**src/rtl/conv_layer_scheduler_pkg.sv**
```systemverilog
// Shared types for the conv layer scheduler: FSM states, error codes and descriptor layout.
package conv_sched_pkg;

   localparam int DESC_W = 64;
   localparam int SPAN_W = 11;
   localparam int QUO_W  = 9;

   typedef enum logic [3:0] {
      S_IDLE, S_FETCH, S_CALC_H, S_CALC_W, S_CHECK,
      S_LAUNCH, S_RUN, S_WB, S_NEXT, S_DONE, S_ERROR
   } sched_state_e;

   localparam logic [1:0] ERR_NONE   = 2'd0;
   localparam logic [1:0] ERR_STRIDE = 2'd1;
   localparam logic [1:0] ERR_KERNEL = 2'd2;
   localparam logic [1:0] ERR_ACC    = 2'd3;

   // Field order matches cfg_wdata, MSB first.
   typedef struct packed {
      logic [15:0] input_base;
      logic [15:0] weight_base;
      logic [7:0]  input_w;
      logic [7:0]  input_h;
      logic [3:0]  padding;
      logic [3:0]  stride;
      logic [3:0]  kernel_w;
      logic [3:0]  kernel_h;
   } desc_t;

   // Padded input minus kernel; negative means the kernel does not fit.
   function automatic logic signed [SPAN_W-1:0] calc_span(input logic [7:0] inp,
                                                          input logic [3:0] pad,
                                                          input logic [3:0] k);
      return $signed({3'b0, inp}) + $signed({6'b0, pad, 1'b0}) - $signed({7'b0, k});
   endfunction

endpackage

```
**src/rtl/conv_layer_scheduler_if.sv**
```systemverilog
// Scheduler <-> pe_controller / writeback link: layer config, launch/done and drain handshake.
interface conv_layer_scheduler_if;
   logic        pe_start;
   logic        pe_done;
   logic [3:0]  pe_kernel_h, pe_kernel_w, pe_stride, pe_padding;
   logic [7:0]  pe_input_h, pe_input_w, pe_output_h, pe_output_w;
   logic [15:0] weight_base, input_base;
   logic        wb_req;
   logic        wb_ack;
   logic [9:0]  wb_count;

   modport master (
      output pe_start, pe_kernel_h, pe_kernel_w, pe_stride, pe_padding,
             pe_input_h, pe_input_w, pe_output_h, pe_output_w,
             weight_base, input_base, wb_req, wb_count,
      input  pe_done, wb_ack
   );

   modport slave (
      input  pe_start, pe_kernel_h, pe_kernel_w, pe_stride, pe_padding,
             pe_input_h, pe_input_w, pe_output_h, pe_output_w,
             weight_base, input_base, wb_req, wb_count,
      output pe_done, wb_ack
   );
endinterface

```
**src/rtl/conv_layer_scheduler_div_unit.sv**
```systemverilog
// Repeated-subtraction divider, one subtraction per cycle; shared for output height and width.
module sched_div_unit #(
   parameter int DW = 11,
   parameter int QW = 9
)(
   input  logic          clk,
   input  logic          rst_n,
   input  logic          clr,
   input  logic          start,
   input  logic [DW-1:0] dividend,
   input  logic [3:0]    divisor,
   output logic          busy,
   output logic          last,
   output logic [QW-1:0] quotient,
   output logic          ovf
);
   logic [DW-1:0] rem;
   logic [DW-1:0] dvs;

   assign dvs  = DW'(divisor);
   // While busy, last marks the cycle on which quotient is final.
   assign last = rem < dvs;
   // Output is quotient+1, so 255 or more no longer fits 8 bits.
   assign ovf  = quotient >= QW'(255);

   always_ff @(posedge clk or negedge rst_n) begin
      if (!rst_n) begin
         rem      <= '0;
         quotient <= '0;
         busy     <= 1'b0;
      end else if (clr) begin
         busy <= 1'b0;
      end else if (start) begin
         rem      <= dividend;
         quotient <= '0;
         busy     <= 1'b1;
      end else if (busy) begin
         if (last) begin
            busy <= 1'b0;
         end else begin
            rem      <= rem - dvs;
            quotient <= quotient + QW'(1);
         end
      end
   end
endmodule

```
**src/rtl/conv_layer_scheduler.sv**
```systemverilog
// Multi-layer sequencer: walks the descriptor table, sizes each layer, launches pe_controller, drains results.
module conv_layer_scheduler
   import conv_sched_pkg::*;
#(
   parameter  int MAX_LAYERS = 8,
   parameter  int ACC_DEPTH  = 1024,
   localparam int AW         = $clog2(MAX_LAYERS)
)(
   input  logic              clk,
   input  logic              rst_n,
   input  logic              cfg_we,
   input  logic [AW-1:0]     cfg_addr,
   input  logic [DESC_W-1:0] cfg_wdata,
   input  logic [3:0]        num_layers,
   input  logic              sched_start,
   input  logic              sched_abort,
   output logic              busy,
   output logic              sched_done,
   output logic              sched_err,
   output logic [1:0]        err_code,
   output logic [AW-1:0]     err_layer,
   output logic [AW-1:0]     cur_layer,
   conv_layer_scheduler_if.master pe_if
);
   sched_state_e state;
   desc_t        desc_tbl [MAX_LAYERS];
   desc_t        d_cur;
   logic [3:0]   n_layers;
   logic         pe_done_q, start_acc;

   logic [3:0]   kh, kw, stride_r, pad_r;
   logic [7:0]   ih, iw, out_h, out_w;
   logic [15:0]  wbase, ibase, prod;
   logic         ovf_h, ovf_w, pe_start_r, wb_req_r;
   logic [9:0]   wb_count_r;
   logic [1:0]   chk_err;

   logic signed [SPAN_W-1:0] n_h_tbl, n_h_r, n_w_r;
   logic                     bad_h_tbl, bad_h, bad_w;
   logic                     div_start, div_busy, div_last, div_ovf;
   logic [SPAN_W-1:0]        div_n;
   logic [3:0]               div_d;
   logic [QUO_W-1:0]         div_q;

   assign start_acc = (state == S_IDLE) && sched_start &&
                      (num_layers != 4'd0) && (int'(num_layers) <= MAX_LAYERS);

   always_ff @(posedge clk or negedge rst_n) begin
      if (!rst_n) begin
         for (int i = 0; i < MAX_LAYERS; i++) desc_tbl[i] <= '0;
      end else if (cfg_we && !busy && !start_acc) begin
         desc_tbl[cfg_addr] <= desc_t'(cfg_wdata);
      end
   end

   assign d_cur     = desc_tbl[cur_layer];
   assign n_h_tbl   = calc_span(d_cur.input_h, d_cur.padding, d_cur.kernel_h);
   assign bad_h_tbl = (d_cur.stride == 4'd0) || (n_h_tbl < 0);
   assign n_h_r     = calc_span(ih, pad_r, kh);
   assign n_w_r     = calc_span(iw, pad_r, kw);
   assign bad_h     = (stride_r == 4'd0) || (n_h_r < 0);
   assign bad_w     = n_w_r < 0;

   // Height division starts as the descriptor is fetched; width starts on the cycle height finishes.
   assign div_start = ((state == S_FETCH) && !bad_h_tbl) ||
                      ((state == S_CALC_H) && !bad_h && div_busy && div_last && !bad_w);
   assign div_n     = (state == S_FETCH) ? n_h_tbl : n_w_r;
   assign div_d     = (state == S_FETCH) ? d_cur.stride : stride_r;

   sched_div_unit #(.DW(SPAN_W), .QW(QUO_W)) u_div (
      .clk      (clk),
      .rst_n    (rst_n),
      .clr      (sched_abort),
      .start    (div_start),
      .dividend (div_n),
      .divisor  (div_d),
      .busy     (div_busy),
      .last     (div_last),
      .quotient (div_q),
      .ovf      (div_ovf)
   );

   assign prod = 16'(out_h) * 16'(out_w);

   always_comb begin
      chk_err = ERR_NONE;
      if (stride_r == 4'd0)                              chk_err = ERR_STRIDE;
      else if (bad_h || bad_w)                           chk_err = ERR_KERNEL;
      else if (ovf_h || ovf_w || int'(prod) > ACC_DEPTH) chk_err = ERR_ACC;
   end

   always_ff @(posedge clk or negedge rst_n) begin
      if (!rst_n) begin
         state      <= S_IDLE;
         busy       <= 1'b0;
         sched_done <= 1'b0;
         sched_err  <= 1'b0;
         err_code   <= ERR_NONE;
         err_layer  <= '0;
         cur_layer  <= '0;
         n_layers   <= '0;
         pe_done_q  <= 1'b0;
         pe_start_r <= 1'b0;
         wb_req_r   <= 1'b0;
         wb_count_r <= '0;
         {kh, kw, stride_r, pad_r} <= '0;
         {ih, iw, out_h, out_w}    <= '0;
         {wbase, ibase}            <= '0;
         {ovf_h, ovf_w}            <= '0;
      end else begin
         pe_done_q  <= pe_if.pe_done;
         pe_start_r <= 1'b0;
         sched_done <= 1'b0;
         sched_err  <= 1'b0;
         if (sched_abort && state != S_IDLE) begin
            state    <= S_IDLE;
            busy     <= 1'b0;
            wb_req_r <= 1'b0;
         end else begin
            unique case (state)
               S_IDLE: if (start_acc) begin
                  state     <= S_FETCH;
                  busy      <= 1'b1;
                  cur_layer <= '0;
                  err_code  <= ERR_NONE;
                  err_layer <= '0;
                  n_layers  <= num_layers;
               end
               S_FETCH: begin
                  kh       <= d_cur.kernel_h;
                  kw       <= d_cur.kernel_w;
                  stride_r <= d_cur.stride;
                  pad_r    <= d_cur.padding;
                  ih       <= d_cur.input_h;
                  iw       <= d_cur.input_w;
                  wbase    <= d_cur.weight_base;
                  ibase    <= d_cur.input_base;
                  {out_h, out_w, ovf_h, ovf_w} <= '0;
                  state    <= S_CALC_H;
               end
               S_CALC_H: begin
                  if (bad_h) begin
                     state <= S_CHECK;
                  end else if (div_busy && div_last) begin
                     out_h <= div_ovf ? 8'hFF : div_q[7:0] + 8'd1;
                     ovf_h <= div_ovf;
                     state <= bad_w ? S_CHECK : S_CALC_W;
                  end
               end
               S_CALC_W: begin
                  if (div_busy && div_last) begin
                     out_w <= div_ovf ? 8'hFF : div_q[7:0] + 8'd1;
                     ovf_w <= div_ovf;
                     state <= S_CHECK;
                  end
               end
               S_CHECK: begin
                  if (chk_err != ERR_NONE) begin
                     state     <= S_ERROR;
                     sched_err <= 1'b1;
                     busy      <= 1'b0;
                     err_code  <= chk_err;
                     err_layer <= cur_layer;
                  end else begin
                     state      <= S_LAUNCH;
                     pe_start_r <= 1'b1;
                     wb_count_r <= 10'(prod - 16'd1);
                  end
               end
               S_LAUNCH: state <= S_RUN;
               // Only a fresh rising edge counts; a level left over from the last layer does not.
               S_RUN: if (pe_if.pe_done && !pe_done_q) begin
                  state    <= S_WB;
                  wb_req_r <= 1'b1;
               end
               S_WB: if (pe_if.wb_ack) begin
                  state    <= S_NEXT;
                  wb_req_r <= 1'b0;
               end
               S_NEXT: begin
                  if (int'(cur_layer) == int'(n_layers) - 1) begin
                     state      <= S_DONE;
                     sched_done <= 1'b1;
                     busy       <= 1'b0;
                  end else begin
                     cur_layer <= cur_layer + AW'(1);
                     state     <= S_FETCH;
                  end
               end
               S_DONE, S_ERROR: state <= S_IDLE;
               default: state <= S_IDLE;
            endcase
         end
      end
   end

   assign pe_if.pe_start    = pe_start_r;
   assign pe_if.pe_kernel_h = kh;
   assign pe_if.pe_kernel_w = kw;
   assign pe_if.pe_stride   = stride_r;
   assign pe_if.pe_padding  = pad_r;
   assign pe_if.pe_input_h  = ih;
   assign pe_if.pe_input_w  = iw;
   assign pe_if.pe_output_h = out_h;
   assign pe_if.pe_output_w = out_w;
   assign pe_if.weight_base = wbase;
   assign pe_if.input_base  = ibase;
   assign pe_if.wb_req      = wb_req_r;
   assign pe_if.wb_count    = wb_count_r;
endmodule

```
**src/flat_wrapper.sv**
```systemverilog
// flat-port wrapper written by rule: the top's interface ports become plain ports
module conv_layer_scheduler_flat import conv_sched_pkg::*;
#(
   parameter  int MAX_LAYERS = 8,
   parameter  int ACC_DEPTH  = 1024,
   localparam int AW         = $clog2(MAX_LAYERS)
)
  (clk, rst_n, cfg_we, cfg_addr, cfg_wdata, num_layers, sched_start, sched_abort, busy, sched_done, sched_err, err_code, err_layer, cur_layer, pe_if_pe_start, pe_if_pe_kernel_h, pe_if_pe_kernel_w, pe_if_pe_stride, pe_if_pe_padding, pe_if_pe_input_h, pe_if_pe_input_w, pe_if_pe_output_h, pe_if_pe_output_w, pe_if_weight_base, pe_if_input_base, pe_if_wb_req, pe_if_wb_count, pe_if_pe_done, pe_if_wb_ack);
  conv_layer_scheduler_if pe_if_i ();
  input  logic clk;
  input  logic rst_n;
  input  logic cfg_we;
  input  logic [AW-1:0] cfg_addr;
  input  logic [DESC_W-1:0] cfg_wdata;
  input  logic [3:0] num_layers;
  input  logic sched_start;
  input  logic sched_abort;
  output logic busy;
  output logic sched_done;
  output logic sched_err;
  output logic [1:0] err_code;
  output logic [AW-1:0] err_layer;
  output logic [AW-1:0] cur_layer;
  output wire logic [$bits(pe_if_i.pe_start)-1:0] pe_if_pe_start;
  output wire logic [$bits(pe_if_i.pe_kernel_h)-1:0] pe_if_pe_kernel_h;
  output wire logic [$bits(pe_if_i.pe_kernel_w)-1:0] pe_if_pe_kernel_w;
  output wire logic [$bits(pe_if_i.pe_stride)-1:0] pe_if_pe_stride;
  output wire logic [$bits(pe_if_i.pe_padding)-1:0] pe_if_pe_padding;
  output wire logic [$bits(pe_if_i.pe_input_h)-1:0] pe_if_pe_input_h;
  output wire logic [$bits(pe_if_i.pe_input_w)-1:0] pe_if_pe_input_w;
  output wire logic [$bits(pe_if_i.pe_output_h)-1:0] pe_if_pe_output_h;
  output wire logic [$bits(pe_if_i.pe_output_w)-1:0] pe_if_pe_output_w;
  output wire logic [$bits(pe_if_i.weight_base)-1:0] pe_if_weight_base;
  output wire logic [$bits(pe_if_i.input_base)-1:0] pe_if_input_base;
  output wire logic [$bits(pe_if_i.wb_req)-1:0] pe_if_wb_req;
  output wire logic [$bits(pe_if_i.wb_count)-1:0] pe_if_wb_count;
  input wire logic [$bits(pe_if_i.pe_done)-1:0] pe_if_pe_done;
  input wire logic [$bits(pe_if_i.wb_ack)-1:0] pe_if_wb_ack;
  assign pe_if_pe_start = pe_if_i.pe_start;
  assign pe_if_pe_kernel_h = pe_if_i.pe_kernel_h;
  assign pe_if_pe_kernel_w = pe_if_i.pe_kernel_w;
  assign pe_if_pe_stride = pe_if_i.pe_stride;
  assign pe_if_pe_padding = pe_if_i.pe_padding;
  assign pe_if_pe_input_h = pe_if_i.pe_input_h;
  assign pe_if_pe_input_w = pe_if_i.pe_input_w;
  assign pe_if_pe_output_h = pe_if_i.pe_output_h;
  assign pe_if_pe_output_w = pe_if_i.pe_output_w;
  assign pe_if_weight_base = pe_if_i.weight_base;
  assign pe_if_input_base = pe_if_i.input_base;
  assign pe_if_wb_req = pe_if_i.wb_req;
  assign pe_if_wb_count = pe_if_i.wb_count;
  assign pe_if_i.pe_done = pe_if_pe_done;
  assign pe_if_i.wb_ack = pe_if_wb_ack;
  conv_layer_scheduler #(.MAX_LAYERS(MAX_LAYERS), .ACC_DEPTH(ACC_DEPTH)) u_core (.clk(clk), .rst_n(rst_n), .cfg_we(cfg_we), .cfg_addr(cfg_addr), .cfg_wdata(cfg_wdata), .num_layers(num_layers), .sched_start(sched_start), .sched_abort(sched_abort), .busy(busy), .sched_done(sched_done), .sched_err(sched_err), .err_code(err_code), .err_layer(err_layer), .cur_layer(cur_layer), .pe_if(pe_if_i));
endmodule
```
**config.mk**
```make
export PLATFORM = sky130hd
export DESIGN_NAME = conv_layer_scheduler_flat
export DESIGN_NICKNAME = d
export VERILOG_FILES = /design/src/rtl/conv_layer_scheduler_pkg.sv /design/src/rtl/conv_layer_scheduler_if.sv /design/src/rtl/conv_layer_scheduler_div_unit.sv /design/src/rtl/conv_layer_scheduler.sv /design/src/flat_wrapper.sv
export SDC_FILE = /design/constraint.sdc
export NUM_CORES = 1
export LEC_CHECK = 0
export CAP_MARGIN = 10
export CORE_ASPECT_RATIO = 2
export CORE_MARGIN = 5
export CORE_UTILIZATION = 55
export DETAILED_ROUTE_END_ITERATION = 10
export GPL_TIMING_DRIVEN = 0
export PLACE_DENSITY = 0.74
export SETUP_SLACK_MARGIN = 0.1
export SYNTH_ARGS = -nofsm -noshare
export SYNTH_HDL_FRONTEND = slang
export SYNTH_SLANG_ARGS = --single-unit
```
**constraint.sdc**
```tcl
create_clock -name clk -period 15.1 [get_ports clk]
set_input_delay 3.02 -clock clk [delete_from_list [all_inputs] [get_ports clk]]
set_output_delay 3.02 -clock clk [all_outputs]
set_load 0.05 [all_outputs]
```
==> run summary, run 1 <==
GRT
--------------------------------------------------------------------------------
Global-route wire length before repair ............................ 134000 microns
Aggregate global routing overflow .................................            0
Global router's overall resource usage ............................        0.270
Pin count of the biggest net entering global routing ..............          136
Antenna violations before repair ..................................           10
Vias in the first global route ....................................        23000

CLOCK TREE
--------------------------------------------------------------------------------
Cells resized by post-CTS repair ..................................            0
Post-CTS Hold Buffers .............................................            0
Number of CTS-inserted buffers ....................................           56
CTS tree ..........................................................        built
Buffer depth of the longest clock path ............................            3
Root cell of the clock tree .......................................    clkbuf_16
Clock-pin transition on the worst setup and hold timing paths .....      0.07 ns
Clk sinks .........................................................          647
Later-pin clock latency in the skew report ........................      0.61 ns
Post-CTS repair timing setup buffer count .........................            0
Maximum level of the CTS H-tree ...................................            2

SYNTHESIS
--------------------------------------------------------------------------------
Post-synthesis cell type count ....................................           73
Gate count after technology mapping ...............................         2371
Total nets after synthesis ........................................         2568
Most used flip-flop cell after synthesis ..........................      dfrtp_1
Commonest cells in the netlist .................................... dfrtp_1, mux2_2, nand2_1
Register bit total from synthesis .................................          647
Average size of a mapped cell .....................................   13.6 sq um
Yosys warns .......................................................            0
Area contributors post-synth ...................................... dfrtp_1, mux2_2, mux4_2, fa_1, ha_1
Sequential-to-total area share from yosys stat ....................        0.503
Fraction of post-synthesis cell area in the top cell type by area .        0.503
Post-synthesis cell type with the largest combined area ...........      dfrtp_1
Number of flops mapped to enable cells by yosys ...................            0
Synth async-reset ratio ...........................................         1.00
Cell Area, Synth ..................................................  32200 sq um
Cell with the most instances after synthesis ......................      dfrtp_1

SETUP PATH
--------------------------------------------------------------------------------
Data arrival time of the worst path ...............................      6.92 ns
CP max FO .........................................................           10
Critical Path End Type ............................................     register
Startpoint-to-endpoint class of the critical path ................. register to register
Endpoint required time on the critical path .......................     15.60 ns
Nature of the critical path startpoint ............................     register

POWER
--------------------------------------------------------------------------------
Seq pwr share .....................................................        0.380
Net switching power figure ........................................      2.95 mW
VDD IR max ........................................................     0.158 mV
Fraction of power consumed by combinational cells .................        0.424
Reported leakage power ............................................      16.0 nW
Fraction of power spent switching nets ............................        0.366
Power Density .....................................................  217 nW/um^2
Power Internal ....................................................      5.11 mW
Share of total power in the clock network .........................        0.197

ROUTE
--------------------------------------------------------------------------------
Post-route DRC ....................................................            0
Number of antenna-violating nets in the routed design .............            0
Routed length per placed instance ................................. 25.1 microns
DRT Pass-1 Iters ..................................................            8
Detailed Route Iter0 Violations ...................................         1392
Aggregate routed wire length ...................................... 86000 microns
DR vias ...........................................................        20600
Via-to-Cell Ratio .................................................         6.03

CELLS AND AREA
--------------------------------------------------------------------------------
Area growth from synthesis to layout ..............................        15.3%
Final net count ...................................................         2808
Number of fill cells ..............................................         4333
Fraction of layout instances using a drive strength above 1 .......        0.303
Core occupancy in the finished layout .............................        0.639

STA
--------------------------------------------------------------------------------
Max Clk Rate ......................................................      156 MHz
Crit path time final ..............................................      6.42 ns
Final-report setup violation count ................................            0
Count of final max-slew check failures ............................            0
Worst slew margin relative to its limit ...........................        0.193
RSZ-0062 raised after global routing ..............................           no
Post-route clock period utilization ...............................        0.425
Post-Route Setup TNS ..............................................         0 ns
Hold Vio Cnt, Final ...............................................            0
Maximum clock skew at final layout ................................    0.0228 ns
Slew of the pin with the lowest slew margin .......................      1.21 ns

PLACE
--------------------------------------------------------------------------------
Number of port buffers ............................................          177
Global placer's final weighted congestion .........................        0.949
Post-DP HPWL ...................................................... 64200 microns

DIE
--------------------------------------------------------------------------------
Initial cell density of the core ..................................        0.554
Number of I/O pins ................................................          181
Total Die Area ....................................................  63700 sq um
Number of standard-cell rows in the floorplan .....................          125
DIE HEIGHT ........................................................  352 microns
Die width .........................................................  181 microns
Core Box Area .....................................................  58000 sq um

RUN
--------------------------------------------------------------------------------
Reported max-cap violation count ..................................            0

MIN PATH
--------------------------------------------------------------------------------
Class of the most critical hold timing path ....................... register to register

RUN STATUS
--------------------------------------------------------------------------------
Run status ........................................................    completed

placed cells by master, fill, tap and decap left out, types with 23 or more instances in the layout:
master             n
dfrtp_1          647
mux2_2           537
clkdlybuf4s50_1  176
nand2_1          135
mux4_2           128
inv_1            119
o21ai_0          107
clkbuf_1          98
mux2i_1           76
ha_1              71
clkbuf_16         57
nor2_1            56
and2_1            49
fa_1              48
a21oi_1           28
nor3_1            23
path summary, 6_finish.rpt:
path / start / to / slack, ns / cells after the start
min: u_core.pe_if.input_base[7]$_DFFE_PN0P_ / u_core.pe_if.input_base[7]$_DFFE_PN0P_ / 0.49 / 2
max in group asynchronous: rst_n / u_core.desc_tbl[445]$_DFFE_PN0P_ / 9.58 / 6
min in group asynchronous: rst_n / u_core.u_div.rem[7]$_DFFE_PN0P_ / 2.35 / 1
max reg2reg: u_core.cur_layer[1]$_DFFE_PN0P_ / u_core.u_div.rem[5]$_DFFE_PN0P_ / 8.68 / 20
max: u_core.cur_layer[1]$_DFFE_PN0P_ / u_core.u_div.rem[5]$_DFFE_PN0P_ / 8.68 / 20
min reg2reg: u_core.pe_if.input_base[7]$_DFFE_PN0P_ / u_core.pe_if.input_base[7]$_DFFE_PN0P_ / 0.49 / 2
power groups by stage:
stage | Sequential, mW | Clock [mW] | Combinational (mW)
after CTS | 3.05 | 1.61 | 3.43
final | 3.06 | 1.58 | 3.41
after detailed placement | 3.07 | 0 | 3.42
after global routing | 3.14 | 1.67 | 3.69
after global placement | 3.01 | 0 | 3.28
after floorplan | 3.23 | 0 | 2.13
critical path, cell delays in order, from the launching register on:
cell and delay, ns:
dfrtp_1 0.58, buf_2 0.35, buf_1 0.64, clkbuf_1 0.78, mux4_2 0.45, mux2i_1 0.31, fa_1 0.48, inv_1 0.07
ha_1 0.18, inv_1 0.06, fa_1 0.40, nor2b_1 0.17, o21ai_0 0.10, nand2b_1 0.13, a31oi_1 0.14, a21oi_1 0.48
or2_1 0.17, buf_2 0.19, buf_2 0.28, o21bai_1 0.11, a22o_1 0.23
metal layers:
metal  vias up  routed length, microns  global-route usage
li1       9033                       -                   -
met1     10700                   29100               0.289
met2       648                   46600               0.497
met3       262                    4220              0.0410
met4         8                    6010               0.161
met5         -                      61                   0
area by class of cell:
| type | instances | area, sq um | area share |
|---|---|---|---|
| Tap cell | 762 | 953 | 0.0257 |
| Clock buffer | 74 | 1610 | 0.0434 |
| Multi-Input combinational cell | 1477 | 15000 | 0.405 |
| Buffer | 127 | 515 | 0.0139 |
| Clock inverter | 29 | 419 | 0.0113 |
| Sequential cell | 647 | 16200 | 0.437 |
| Timing Repair Buffer | 182 | 1910 | 0.0516 |
| Inverter | 120 | 450 | 0.0121 |
| Antenna cell | 6 | 15.0 | 0.000405 |
through the flow:
step	hold slack, ns	instance area [sq um]	setup slack [ns]	power (mW)	instances
global route	0.514	37100	8.39	8.50	3419
detailed placement	0.472	35000	8.70	6.49	3315
CTS	0.487	37100	8.67	8.09	3418
floorplan	0.450	32200	9.32	5.36	2371
global placement	0.470	34900	-15.69	6.29	3310
finish	0.487	37100	8.68	8.06	3424
kinds of logic (layout without fill, tap and decap cells):
group,Yosys count,in the layout,share of synthesized area
compound gates,231,231,0.0457
xor+xnor,32,32,0.00871
fa+ha+maj,119,119,0.0575
buf+inv,247,532,0.0300
flops,647,647,0.503
mux,742,742,0.302
other cells,0,6,0
simple gates,353,353,0.0532
registers in the layout (all words and copies together), names as in the netlist, 9 cells and up:
register and count:
u_core.desc_tbl 512, u_core.pe_if.input_base 16, u_core.pe_if.wb_count 10, u_core.pe_if.weight_base 16, u_core.u_div.quotient 9, u_core.u_div.rem 11
Power figures use the tool's default switching activity.
==> inputs of run 2 (changes only) <==
--- a/config.mk
+++ b/config.mk
@@ -11,7 +11,7 @@
 export CORE_UTILIZATION = 55
 export DETAILED_ROUTE_END_ITERATION = 10
 export GPL_TIMING_DRIVEN = 0
-export PLACE_DENSITY = 0.74
+export PLACE_DENSITY = 0.77
 export SETUP_SLACK_MARGIN = 0.1
 export SYNTH_ARGS = -nofsm -noshare
 export SYNTH_HDL_FRONTEND = slang
==> constraint.sdc (replaced) <==
create_clock -name clk -period 5.9 [get_ports clk]
set_input_delay 1.18 -clock clk [delete_from_list [all_inputs] [get_ports clk]]
set_output_delay 1.18 -clock clk [all_outputs]
set_load 0.05 [all_outputs]
==> run 2 against run 1 <==
Core utilization grew 0.30 points. Critical path depth shrank 2. Critical endpoint is now u_core.pe_if.wb_count[8]$_DFFE_PN0P_. Count of clock-buffer cells in the layout grew 5. Wire length grew 2.1%. Register-to-register slack lost 8.5 ns. Sequential share of layout area shrank 0.17 points. Die area is the same. Clock power grew 140%. Sequential power grew to 2.6 times the previous value. Final area grew 0.47%. Highest routed layer unchanged. Fmax grew 13%.
==> run summary, run 2 (same netlist as run 1, synthesis figures left out) <==
DIE
----------------------------------------------------------------------------------
Number of I/O pins ..................................................          181   unchanged
Die width ...........................................................  181 microns   unchanged
DIE HEIGHT ..........................................................  352 microns   unchanged
Total Die Area ......................................................  63700 sq um   unchanged
Initial cell density of the core ....................................        0.554   unchanged
Core Box Area .......................................................  58000 sq um   unchanged
Number of standard-cell rows in the floorplan .......................          125   unchanged

SETUP PATH
----------------------------------------------------------------------------------
Cell mode on critical path ..........................................         fa_1
Top delay family on crit path .......................................  adder cells
Crit Reg-Reg Endpoint ............................................... u_core.pe_if.wb_count[8]$_DFFE_PN0P_
Worst reg-to-reg path cell count ....................................           18   -10%
Critical Path End Type ..............................................     register
Nature of the critical path startpoint ..............................     register
CP max FO ...........................................................           10   unchanged
Cell Chain, Critical Path ........................................... and2_1 -> fa_1 -> inv_1 -> fa_1 -> fa_1 -> inv_1 -> fa_1 -> ha_1 -> buf_6 -> a21oi_4 -> nand2_1 -> a311o_1 -> o211ai_1 -> nand4_1 -> or4_4 -> or2_4 -> buf_8 -> mux2_4
RR Startpoint ....................................................... u_core.pe_if.pe_output_h[5]$_DFFE_PN0P_
Data arrival time of the worst path .................................      6.19 ns   -0.73 ns
Slowest cell on the critical path ...................................        or4_4
Endpoint required time on the critical path .........................      6.39 ns   -9.21 ns
Number of buffer and inverter instances along the worst setup path ..            4   -3
Worst stage delay on the critical path ..............................      0.61 ns   -0.17 ns
Worst R2R Setup Slack ...............................................      0.20 ns   -8.48 ns
Startpoint-to-endpoint class of the critical path ................... register to register

POWER
----------------------------------------------------------------------------------
Reported leakage power ..............................................      16.1 nW   +0.56%
VDD IR max ..........................................................     0.399 mV   +150%
Power Density .......................................................  551 nW/um^2   +150%

GRT
----------------------------------------------------------------------------------
Global router's overall resource usage ..............................        0.275   +0.00483
Pin count of the biggest net entering global routing ................          137   +0.74%
Antenna violations before repair ....................................            7   -3
Met3 track demand over resource .....................................       0.0419   +0.000929
Global-route wire length before repair .............................. 136000 microns   +1.5%
Vias in the first global route ......................................        23500   +2.2%
Most used routing layer .............................................         met2
Met1 routing resource usage after global routing ....................        0.289   about the same
Aggregate global routing overflow ...................................            0   unchanged
GR met2 Demand/Resource .............................................        0.511   +0.0139

STA
----------------------------------------------------------------------------------
Least setup slack across all paths after layout .....................     0.203 ns   -8.48 ns
Crit path time final ................................................      5.70 ns   -0.722 ns
Hold Vio Cnt, Final .................................................            0   unchanged
Post-route clock period utilization .................................        0.966   +0.540
Count of final max-slew check failures ..............................            0   unchanged
RSZ-0062 raised after global routing ................................           no
Maximum clock skew at final layout ..................................    0.0345 ns   +0.0117 ns
Final-report setup violation count ..................................            0   unchanged
Max Clk Rate ........................................................      176 MHz   +13%
Post-Route Setup TNS ................................................         0 ns   unchanged
Worst slew margin relative to its limit .............................        0.221   +0.0281
Slew of the pin with the lowest slew margin .........................      1.17 ns   -0.0422 ns

RUN
----------------------------------------------------------------------------------
Reported max-cap violation count ....................................            0   unchanged

CLOCK TREE
----------------------------------------------------------------------------------
Clk sinks ...........................................................          647   unchanged
Number of CTS-inserted buffers ......................................           55   -1.8%
Later-pin clock latency in the skew report ..........................      0.63 ns   +0.02 ns
Root cell of the clock tree .........................................    clkbuf_16
Buffer depth of the longest clock path ..............................            3   unchanged
Post-CTS Hold Buffers ...............................................            0   unchanged
Clock-pin transition on the worst setup and hold timing paths .......      0.07 ns   about the same
CTS tree ............................................................        built
Maximum level of the CTS H-tree .....................................            2   unchanged

CELLS AND AREA
----------------------------------------------------------------------------------
Fraction of layout instances using a drive strength above 1 .........        0.319   +0.0163
Most common cell after layout, fill and taps aside ..................      dfrtp_1
Area growth from synthesis to layout ................................        15.8%
Final net count .....................................................         2825   +0.61%
Most frequent cells in the layout ................................... dfrtp_1, mux2_2, clkdlybuf4s50_1
Register with the most flip-flops ................................... u_core.desc_tbl
Flip-flop count of the largest register, all copies and words added .          512   unchanged

PLACE
----------------------------------------------------------------------------------
Number of port buffers ..............................................          177   unchanged
Pre-CTS setup slack .................................................    -0.313 ns   -9.01 ns
Global placer's final weighted congestion ...........................        0.976   +2.7%
Post-DP HPWL ........................................................ 64200 microns   +0.12%

ROUTE
----------------------------------------------------------------------------------
Number of antenna-violating nets in the routed design ...............            0   unchanged
DRT Pass-1 Iters ....................................................            7   -1
Detailed Route Iter0 Violations .....................................         1493   +7.3%
Via-to-Cell Ratio ...................................................         6.08   +0.88%
Post-route DRC ......................................................            0   unchanged
Routed length per placed instance ................................... 25.5 microns   +1.6%
Aggregate routed wire length ........................................ 87800 microns   +2.1%
DR vias .............................................................        20900   +1.4%

RUN STATUS
----------------------------------------------------------------------------------
Run status ..........................................................    completed

MIN PATH
----------------------------------------------------------------------------------
Class of the most critical hold timing path ......................... primary input to async pin

[run 2: cell count changes in the layout (fill, tap and decap cells not counted), sizes merged]
cell,delta
buf,+18
bufinv,-5
clkbuf,+3
clkdlybuf4s15,+2
clkinv,-1
clkinvlp,-4
inv,+5
[run 2: area by class of cell]
| type | instances | area (sq um) |
|---|---|---|
| Clock inverter | 24 | 278 |
| Antenna cell | 6 | 15.0 |
| Buffer | 127 | 567 |
| Tap cell | 762 | 953 |
| Clock buffer | 79 | 1630 |
| Multi-Input combinational cell | 1477 | 15100 |
| Inverter | 120 | 450 |
| Fill cell | 4296 | 20800 |
| Timing Repair Buffer | 200 | 2050 |
| Sequential cell | 647 | 16200 |
[run 2: how the worst max path moves through the flow]
stage | cells after the start | endpoint | startpoint
6_report | 18 | u_core.pe_if.wb_count[8]$_DFFE_PN0P_ | u_core.pe_if.pe_output_h[5]$_DFFE_PN0P_
5_1_grt | 18 | u_core.u_div.rem[4]$_DFFE_PN0P_ | u_core.cur_layer[0]$_DFFE_PN0P_
4_1_cts | 19 | u_core.pe_if.wb_count[8]$_DFFE_PN0P_ | u_core.pe_if.pe_output_w[7]$_DFFE_PN0P_
3_5_place_dp | 20 | u_core.u_div.rem[5]$_DFFE_PN0P_ | u_core.cur_layer[1]$_DFFE_PN0P_
3_3_place_gp | 1 | u_core.desc_tbl[117]$_DFFE_PN0P_ | rst_n
2_1_floorplan | 19 | u_core.pe_if.wb_count[8]$_DFFE_PN0P_ | u_core.pe_if.pe_output_w[6]$_DFFE_PN0P_
[run 2: repair_timing]
item | CTS | global route
pin swaps | 5 | 15
buffers inserted | 8 | 9
endpoints found under the setup margin | 41 | 34
gates resized for setup | 29 | 30
[run 2: power breakdown]
| group | internal (mW) | total, mW | switching [mW] | leakage [nW] |
|---|---|---|---|---|
| Clock | 2.15 | 3.84 | 1.69 | 0.948 |
| Combinational | 4.23 | 8.85 | 4.62 | 7.23 |
| Sequential | 6.55 | 7.85 | 1.31 | 7.88 |
[run 2: metal layers]
| metal | vias up | wire (microns) |
|---|---|---|
| li1 | 9050 | - |
| met1 | 10900 | 29500 |
| met2 | 690 | 47600 |
| met3 | 265 | 4300 |
| met4 | 6 | 6260 |
| met5 | - | 38 |
[run 2: stage by stage]
step | util | instance area [sq um] | hold WS, ns | instances | total power, mW
after floorplan | - | 32200 | 0.450 | 2371 | 13.7
after global placement | 0.601 | 34900 | 0.470 | 3310 | 16.1
after detailed placement | 0.604 | 35000 | 0.470 | 3315 | 16.6
after CTS | 0.639 | 37100 | 0.482 | 3426 | 20.5
after global routing | 0.642 | 37200 | 0.511 | 3437 | 21.7
final | 0.642 | 37300 | 0.471 | 3442 | 20.5
